### src/rtl/mips_mc_ctrl.sv
// rtl/mips_mc_ctrl.sv - multi-cycle MIPS control FSM driving the datapath strobes.
// Build option CTRL_EXC_EN: illegal instructions trap into HALT (exc=1) instead of acting as NOPs.
module mips_mc_ctrl #(
  parameter int FETCH_WAIT = 0,
  parameter int STATE_W    = 4
) (
  input  logic               clk,
  input  logic               rst,
  input  logic [31:0]        Instruction,
  input  logic               HitDev,
  output logic               RegDst,
  output logic               RegWr,
  output logic [1:0]         ExtOp,
  output logic [1:0]         nPC_sel,
  output logic [3:0]         ALUctr,
  output logic               ALUSrc,
  output logic               MemtoReg,
  output logic               MemWr,
  output logic               PrWE,
  output logic               lb_sel,
  output logic               sb_sel,
  output logic               j_sel,
  output logic               jal_sel,
  output logic               jalr_en,
  output logic               IRWr,
  output logic               PCWr,
  output logic               Din_sel,
  output logic               exc,
  output logic [STATE_W-1:0] dbg_state
);

  typedef enum logic [STATE_W-1:0] {
    S_IDLE, S_FETCH, S_DCD, S_EXE, S_WB, S_MA, S_MW, S_MR, S_LWB, S_BR, S_JMP
`ifdef CTRL_EXC_EN
    , S_HALT
`endif
  } state_t;

  state_t     state;
  logic [3:0] cnt;
  logic       hit_q;

  logic [5:0] op, fn;
  logic       is_r, i_addu, i_subu, i_slt, i_ori, i_lui, i_lw, i_lb, i_sw, i_sb;
  logic       i_beq, i_j, i_jal, i_jr, i_jalr, is_alu, is_mem, is_ld, is_jmp;
  logic [3:0] alu_op;
  logic       unused_bits;

  assign op          = Instruction[31:26];
  assign fn          = Instruction[5:0];
  assign unused_bits = ^Instruction[25:6];
  assign is_r        = (op == 6'h00);
  assign i_addu      = is_r && (fn == 6'h21);
  assign i_subu      = is_r && (fn == 6'h23);
  assign i_slt       = is_r && (fn == 6'h2A);
  assign i_jr        = is_r && (fn == 6'h08);
  assign i_jalr      = is_r && (fn == 6'h09);
  assign i_ori       = (op == 6'h0D);
  assign i_lui       = (op == 6'h0F);
  assign i_lw        = (op == 6'h23);
  assign i_lb        = (op == 6'h20);
  assign i_sw        = (op == 6'h2B);
  assign i_sb        = (op == 6'h28);
  assign i_beq       = (op == 6'h04);
  assign i_j         = (op == 6'h02);
  assign i_jal       = (op == 6'h03);
  assign is_alu      = i_addu | i_subu | i_slt | i_ori | i_lui;
  assign is_ld       = i_lw | i_lb;
  assign is_mem      = is_ld | i_sw | i_sb;
  assign is_jmp      = i_j | i_jal | i_jr | i_jalr;
  // lui relies on rs=$0, so OR-ing the shifted immediate yields it unchanged
  assign alu_op      = i_subu ? 4'b0001 : i_slt ? 4'b0011 : (i_ori | i_lui) ? 4'b0010 : 4'b0000;

  always_ff @(posedge clk or negedge rst) begin
    if (!rst) begin
      state <= S_IDLE;
      cnt   <= 4'd0;
      hit_q <= 1'b0;
    end else begin
      case (state)
        S_IDLE:  state <= S_FETCH;
        S_FETCH: begin
          if (cnt == 4'(FETCH_WAIT)) begin
            cnt   <= 4'd0;
            state <= S_DCD;
          end else begin
            cnt <= cnt + 4'd1;
          end
        end
        S_DCD: begin
          if (is_alu)      state <= S_EXE;
          else if (is_mem) state <= S_MA;
          else if (i_beq)  state <= S_BR;
          else if (is_jmp) state <= S_JMP;
          else begin
`ifdef CTRL_EXC_EN
            state <= S_HALT;
`else
            state <= S_FETCH;
`endif
          end
        end
        S_EXE: state <= S_WB;
        S_MA:  state <= is_ld ? S_MR : S_MW;
        S_MR: begin
          hit_q <= HitDev;
          state <= S_LWB;
        end
        S_WB, S_MW, S_LWB, S_BR, S_JMP: state <= S_FETCH;
`ifdef CTRL_EXC_EN
        S_HALT: state <= S_HALT;
`endif
        default: state <= S_IDLE;
      endcase
    end
  end

  always_comb begin
    RegDst = 1'b0; RegWr = 1'b0; ExtOp = 2'b00; nPC_sel = 2'b00; ALUctr = 4'b0000;
    ALUSrc = 1'b0; MemtoReg = 1'b0; MemWr = 1'b0; PrWE = 1'b0; lb_sel = 1'b0;
    sb_sel = 1'b0; j_sel = 1'b0; jal_sel = 1'b0; jalr_en = 1'b0; IRWr = 1'b0;
    PCWr = 1'b0; Din_sel = 1'b0; exc = 1'b0;
    case (state)
      S_FETCH: begin
        IRWr = (cnt == 4'(FETCH_WAIT));
        PCWr = (cnt == 4'(FETCH_WAIT));
      end
      S_EXE, S_WB: begin
        ALUctr = alu_op;
        ALUSrc = i_ori | i_lui;
        ExtOp  = i_lui ? 2'b10 : 2'b00;
        RegWr  = (state == S_WB);
        RegDst = (state == S_WB) && is_r;
      end
      S_MA: begin
        ALUSrc = 1'b1;
        ExtOp  = 2'b01;
      end
      S_MW: begin
        MemWr  = !HitDev;
        PrWE   = HitDev;
        sb_sel = i_sb;
      end
      S_LWB: begin
        RegWr    = 1'b1;
        MemtoReg = 1'b1;
        lb_sel   = i_lb;
        Din_sel  = hit_q;
      end
      S_BR: begin
        ALUctr  = 4'b0001;
        PCWr    = 1'b1;
        nPC_sel = 2'b01;
      end
      S_JMP: begin
        PCWr    = 1'b1;
        nPC_sel = (i_jr | i_jalr) ? 2'b11 : 2'b10;
        j_sel   = i_j | i_jal;
        RegWr   = i_jal | i_jalr;
        jal_sel = i_jal | i_jalr;
        jalr_en = i_jalr;
        RegDst  = i_jalr;
      end
`ifdef CTRL_EXC_EN
      S_HALT: exc = 1'b1;
`endif
      default: ;
    endcase
  end

  assign dbg_state = state;

endmodule

### config.mk
export PLATFORM = sky130hd
export DESIGN_NAME = mips_mc_ctrl
export DESIGN_NICKNAME = d
export VERILOG_FILES = /design/src/rtl/mips_mc_ctrl.sv
export SDC_FILE = /design/constraint.sdc
export NUM_CORES = 1
export LEC_CHECK = 0
export ABC_CLOCK_PERIOD_IN_PS = 7000
export CAP_MARGIN = 10
export CORE_MARGIN = 4
export CORE_UTILIZATION = 30
export CTS_BUF_LIST = sky130_fd_sc_hd__clkbuf_4 sky130_fd_sc_hd__clkbuf_8
export CTS_CLUSTER_DIAMETER = 40
export DETAILED_ROUTE_END_ITERATION = 12
export GPL_TIMING_DRIVEN = 0
export PLACE_DENSITY = 0.69
export SKIP_LAST_GASP = 1
export SLEW_MARGIN = 30
export SYNTH_ARGS = -nofsm -noshare
export SYNTH_HDL_FRONTEND = slang
export SYNTH_SLANG_ARGS = --single-unit
### constraint.sdc
create_clock -name clk -period 7 [get_ports clk]
set_clock_uncertainty 0.1 [all_clocks]
set_input_delay 2.1 -clock clk [delete_from_list [all_inputs] [get_ports clk]]
set_output_delay 2.1 -clock clk [all_outputs]
set_load 0.02 [all_outputs]
==> summary.txt, run 1 <==
Floorplanning
  – Core Box Area: 0.00303 mm²
  – FP Rows: 20
  – IO Count: 62
  – Die width: between 60 and 70 µm
  – Full die area: between 0.004 and 0.005 mm²
  – Starting density of the core: a little under a third
  – Die height: 64.0 µm

Synthesis
  – Post-Syn Area: ~940 µm²
  – Synth async-reset ratio: 100%
  – Yosys warns: 0
  – Mapped Avg Cell Area: approximately 8 µm²
  – Yosys reg bits: 9
  – Post-synth cell types: 47
  – Seq/Total Area, Yosys: a little under a quarter
  – Count leader, synth: nand2_1
  – Cells after Synth: approximately 120
  – Yosys top cell area share: 24.0%
  – Synth top area cells: dfrtp_1, nand2_1, nand4_1
  – EDFF count, synth: 0
  – Main synth FF type: dfrtp_1
  – Synth area leader: dfrtp_1
  – Post-synth top cells: nand2_1, dfrtp_1, nor2_1, nand3_1, nand4_1

Global route
  – First-pass GRT wire length: 4510 µm
  – GRT met2 Usage: between 20% and 30%
  – Largest net degree at the start of global routing: 11
  – Gr usage total: between 10% and 20%
  – Initial antenna violation count: 0
  – Global route overflow: 0
  – Met1 usage: 16.5%
  – M3 GR Usage: 5.27%
  – Most Crowded Layer GR: met2
  – Vias in the first global route: about 1.0k

Worst hold path
  – Hold Path Class: reg -> reg
  – Worst Hold Depth: 1
  – Hold Path Sink: cnt[3]$_DFFE_PN0P_
  – Hold Crit Start: cnt[3]$_DFFE_PN0P_

Setup path
  – Crit Path Max Fanout: 8
  – R2R Path Start: cnt[0]$_DFFE_PN0P_
  – Startpoint class of the critical path: input pin
  – Worst reg2reg endpoint: dbg_state[0]$_DFFE_PN0P_
  – Reg2Reg Depth: 6
  – CP required: 4.80 ns
  – Crit Path Category: in -> out
  – Endpoint class of the critical path: output pin
  – Crit path DAT: 4.27 ns
  – R2R setup slack: between 5 and 6 ns

Timing
  – RSZ-0062 raised after global routing: false
  – Final slew viol count: 0
  – Worst slew margin: between 60% and 70%
  – Worst-Margin Slew: around 0.57 ns
  – Final min period: 6.47 ns
  – Final Setup Violations: 0
  – Final Hold Vio Count: 0
  – Setup TNS Final: 0 ns
  – Final period utilization: around 92%
  – Final hold slack: between 0.3 and 0.4 ns
  – Fmax: roughly 150 MHz

Placement
  – GPL Wtd Cong: 0.883
  – Placed wire-length estimate: ~2100 µm
  – Port buffer count: 38

Outcome
  – Status: finished, final reports clean

Finish
  – Antenna diodes: 0
  – Nets: between 200 and 250
  – Fraction of layout cells with a size suffix above 1: 12.9%
  – Syn-to-layout area delta: 50.3%

Detailed routing
  – Post-DR vias/cell: 4.89
  – Starting DRT DRC Count: 32
  – DR DRC count: 0
  – Post-route ant nets: 0
  – DRT Pass-1 Iters: 4
  – Routed wire length: about 2600 µm
  – Vias: between 1k and 1.5k
  – Drt wl/cell: 12.5 µm

Clock tree
  – Total CTS buffers: 3
  – Hold Buf Count CTS: 0
  – Root buffer cell: clkbuf_4
  – Clock slew at reported path FFs: about 0.060 ns
  – PostCTS Resize Cnt: 0
  – Clock Sinks: 9
  – Worst-Skew Late Latency: roughly 0.26 ns
  – H-tree levels: 1
  – CTS tree: done
  – Postcts setup bufs: 0
  – Clock Path Buffers: 2

Flow run
  – # Max-Cap Violations: 0

Pwr
  – Leakage power: between 0.5 and 0.6 nW
  – Maximum VDD drop: between 0.08 and 0.09 mV
  – Pwr/cell area: 209 mW/mm²
[cell families after synthesis]
group,Yosys count,share of synthesized area [%]
and+or+nand+nor,71,47.7
AOI/OAI and AO/OA,20,14.1
buffers and inverters,11,5.99
DFF,9,24.0
xor gates and xnor gates,3,2.80
adders and majority gates,2,2.66
muxes,2,2.40
other,1,0.399
[metrics by stage]
step	std cells	area [µm²]	setup WS (ns)	power, mW	utilization, %
global placement	203	1380	0.519	0.249	45.7
CTS	207	1410	0.529	0.297	46.7
detailed placement	203	1380	0.528	0.252	45.7
finish	207	1410	0.531	0.295	46.7
floorplan	121	947	1.67	0.182	-
global route	207	1410	0.363	0.319	46.7
[how the worst max path moves through the flow]
stage                         start        end  depth (start not counted)
floorplan           Instruction[31]  ALUctr[1]                          3
global placement    Instruction[29]  ALUctr[0]                          6
detailed placement  Instruction[29]  ALUctr[0]                          6
CTS                 Instruction[29]  ALUctr[0]                          6
global route        Instruction[29]  ALUctr[0]                          6
finish              Instruction[29]  ALUctr[0]                          6
[area by class of cell]
class	instances	area, µm²
fillers	306	1620
multi-input cells	101	666
repair buffers	38	380
flip-flops and latches	9	225
well taps	44	55.1
plain buffers	7	41.3
clock buffers	4	30.0
inverters	4	15.0
[where the power goes]
group / internal, mW / switching, mW / total, mW / leakage, nW
registers: 0.0621 / 0.00885 / 0.0710 / 0.120
clock network: 0.0257 / 0.0167 / 0.0425 / 0.0184
logic: 0.0799 / 0.101 / 0.181 / 0.432
[registers in the layout, summed over array words and instances, names as in the netlist]
name	count
dbg_state	4
hit_q	1
cnt	4
[per-layer routing]
metal | routed length (µm) | vias up
met5 | 0 | -
met4 | 22 | 0
li1 | - | 520
met2 | 1240 | 31
met3 | 192 | 4
met1 | 1130 | 458
[worst max-delay path: stages]
cell             delay (ns)
clkdlybuf4s50_1        0.53
nor4_4                 0.43
nand4_1                0.22
a211o_1                0.32
o21ai_2                0.06
clkdlybuf4s50_1        0.61
[cells in the final DEF (no fill, tap or decap), types with 2 or more instances in the layout]
| cell type | count |
|---|---|
| conb_1 | 3 |
| ha_1 | 2 |
| nand2_1 | 12 |
| buf_4 | 3 |
| and2_1 | 4 |
| nand3_1 | 7 |
| nor3b_1 | 2 |
| mux2_2 | 2 |
| nor2b_1 | 4 |
| dfrtp_1 | 9 |
| nor4b_1 | 2 |
| nand2b_1 | 3 |
| o21ai_0 | 6 |
| a21oi_1 | 4 |
| inv_1 | 4 |
| nor3_1 | 3 |
| buf_2 | 3 |
| clkbuf_4 | 4 |
| and3_1 | 4 |
| xor2_1 | 2 |
| nor2_1 | 9 |
| clkdlybuf4s50_1 | 38 |
| nand4_1 | 7 |
Note: power is estimated with default switching activity, not from simulation.
==> run 2, diff against run 1 <==
--- a/config.mk
+++ b/config.mk
@@ -13,9 +13,9 @@
 export CTS_CLUSTER_DIAMETER = 40
 export DETAILED_ROUTE_END_ITERATION = 12
 export GPL_TIMING_DRIVEN = 0
-export PLACE_DENSITY = 0.69
+export PLACE_DENSITY = 0.71
 export SKIP_LAST_GASP = 1
-export SLEW_MARGIN = 30
+export SLEW_MARGIN = 20
 export SYNTH_ARGS = -nofsm -noshare
 export SYNTH_HDL_FRONTEND = slang
 export SYNTH_SLANG_ARGS = --single-unit
==> run 2 against run 1 <==
  * Routed wire length rose by 9.8%
  * Register-to-register slack got worse by 0.05 ns
  * First-iteration DRC count fell by 16%
  * Clock power fell by 1%
  * Largest power group unchanged
  * Via count rose by 6.1%
==> summary.txt, run 2 (synthesis gave the netlist of run 1 again) <==
Clock tree
  – Total CTS buffers: 3
  – Clock Sinks: 9
  – Root buffer cell: clkbuf_4
  – Postcts setup bufs: 0
  – Hold Buf Count CTS: 0
  – Worst-Skew Late Latency: about 0.27 ns
  – CTS tree: done
  – Clock slew at reported path FFs: 0.07 ns
  – PostCTS Resize Cnt: 0
  – H-tree levels: 1
  – Clock Path Buffers: 2

Setup path
  – Endpoint class of the critical path: output pin
  – CP max stage cell: clkdlybuf4s50_1
  – Most frequent CP cell: clkdlybuf4s50_1
  – Slowest stage delay, CP: about 0.6 ns
  – Worst reg2reg endpoint: dbg_state[0]$_DFFE_PN0P_
  – Reg2Reg Depth: 6
  – Startpoint class of the critical path: input pin
  – Crit Path Max Fanout: 8
  – CP required: roughly 4.8 ns
  – Critical path, cell by cell: clkdlybuf4s50_1 -> nor4_4 -> nand4_1 -> a211o_1 -> o21ai_2 -> clkdlybuf4s50_1
  – R2R Path Start: cnt[0]$_DFFE_PN0P_
  – Crit path DAT: ~4.3 ns
  – R2R setup slack: between 5 and 6 ns
  – Crit Path Category: in -> out

Timing
  – Final hold slack: around 0.40 ns
  – Fmax: ~150 MHz
  – RSZ-0062 raised after global routing: false
  – Final Hold Vio Count: 0
  – Setup TNS Final: 0 ns
  – Worst slew margin: a little over three fifths
  – Final period utilization: between 90% and 100%
  – PnR worst setup slack: just under 0.5 ns
  – Final Setup Violations: 0
  – Final slew viol count: 0
  – Worst-Margin Slew: 0.550 ns
  – Final min period: approximately 6.5 ns

Finish
  – Final core utilization: 46.6%
  – Register area: about 230 µm²
  – Commonest non-fill, non-tap cell in the layout: clkdlybuf4s50_1
  – Multi-input gate area: ~670 µm²
  – Antenna diodes: 0
  – Nets: ~200
  – Fraction of layout cells with a size suffix above 1: ~13%
  – Most frequent cells in the layout: clkdlybuf4s50_1, nand2_1, nor2_1, dfrtp_1
  – Syn-to-layout area delta: 50.1%
  – Fillers: a little under 300

Floorplanning
  – FP Rows: 20
  – Full die area: 0.00409 mm²
  – Starting density of the core: 31.0%
  – Die width: about 64 µm
  – Die height: around 64 µm
  – Core Box Area: between 0.003 and 0.004 mm²
  – IO Count: 62

Worst hold path
  – Hold Path Class: reg -> reg
  – Hold Crit Start: cnt[3]$_DFFE_PN0P_
  – Hold Path Sink: cnt[3]$_DFFE_PN0P_
  – Worst Hold Depth: 1

Detailed routing
  – DR DRC count: 0
  – Drt wl/cell: between 10 and 15 µm
  – Post-DR vias/cell: approximately 5.2
  – Starting DRT DRC Count: 27
  – DRT Pass-1 Iters: 4
  – Routed wire length: ~2800 µm
  – Vias: between 1k and 1.5k
  – Post-route ant nets: 0

Pwr
  – Power share of the clock group: 14.1%
  – Maximum VDD drop: around 0.11 mV
  – Pwr/cell area: 212 mW/mm²
  – Sw Ratio: a little under half
  – Power share of the combinational group: 62.3%
  – Flop pwr share: a little under a quarter
  – Internal power: between 0.15 and 0.2 mW
  – Switching power: 0.135 mW
  – Leakage power: about 0.57 nW

Outcome
  – Status: finished, final reports clean

Placement
  – Place WS: 0.494 ns
  – GPL Wtd Cong: 0.891
  – Port buffer count: 38
  – Placed wire-length estimate: 2320 µm

Global route
  – Largest net degree at the start of global routing: 11
  – Gr usage total: 14.7%
  – Initial antenna violation count: 0
  – Global route overflow: 0
  – First-pass GRT wire length: between 4000 and 5000 µm
  – Vias in the first global route: approximately 1.1k

Flow run
  – # Max-Cap Violations: 0
-- run 2: cell types whose count changed in the layout (fill, tap and decap cells not counted) --
cell / change
clkbuf_4: -1
clkinv_2: +1
-- run 2: power by group through the flow --
stage | logic (mW) | registers, mW | clock network (mW)
2_1_floorplan | 0.104 | 0.0782 | 0
5_1_grt | 0.199 | 0.0725 | 0.0464
4_1_cts | 0.184 | 0.0704 | 0.0422
6_report | 0.186 | 0.0706 | 0.0420
3_3_place_gp | 0.177 | 0.0711 | 0
3_5_place_dp | 0.183 | 0.0714 | 0
-- run 2: area by class of cell --
cell class	instances	share of cell area (%)
Multi-Input combinational cell	101	47.2
Timing Repair Buffer	38	27.0
Sequential cell	9	16.0
Tap cell	44	3.90
Buffer	7	2.93
Clock buffer	3	1.60
Inverter	4	1.06
Clock inverter	1	0.355
-- run 2: worst max path at each step --
| stage | from | endpoint | slack, ns | cells past startpoint |
|---|---|---|---|---|
| after floorplan | Instruction[31] | ALUctr[1] | 1.67 | 3 |
| after global placement | Instruction[29] | ALUctr[0] | 0.52 | 6 |
| after global routing | Instruction[29] | ALUctr[0] | 0.38 | 6 |
| after CTS | Instruction[29] | ALUctr[0] | 0.49 | 6 |
| after detailed placement | Instruction[29] | ALUctr[0] | 0.49 | 6 |
| final | Instruction[29] | ALUctr[0] | 0.49 | 6 |
-- run 2: per-layer routing --
layer  wire length, µm  part of all wire (%)  vias up  global-route usage [%]
li1                  -                     -      521                       -
met1              1220                    43      507                    18.3
met2              1410                    49       38                    24.1
met3               142                   5.0        9                    2.64
met4                70                   2.5        0                    7.28
met5                 0                     0        -                       0
-- run 2: per-stage QoR --
stage / instance area [µm²] / power, mW / std cells
5_1_grt: 1410 / 0.318 / 207
3_5_place_dp: 1380 / 0.254 / 203
4_1_cts: 1410 / 0.297 / 207
3_3_place_gp: 1380 / 0.248 / 203
6_report: 1410 / 0.299 / 207
2_1_floorplan: 947 / 0.182 / 121
-- run 2: worst max-delay path, delay by kind of cell --
kind | cells | cell delay, ns
simple gates | 2 | 0.67
buf+inv | 2 | 1.15
compound gates | 2 | 0.39
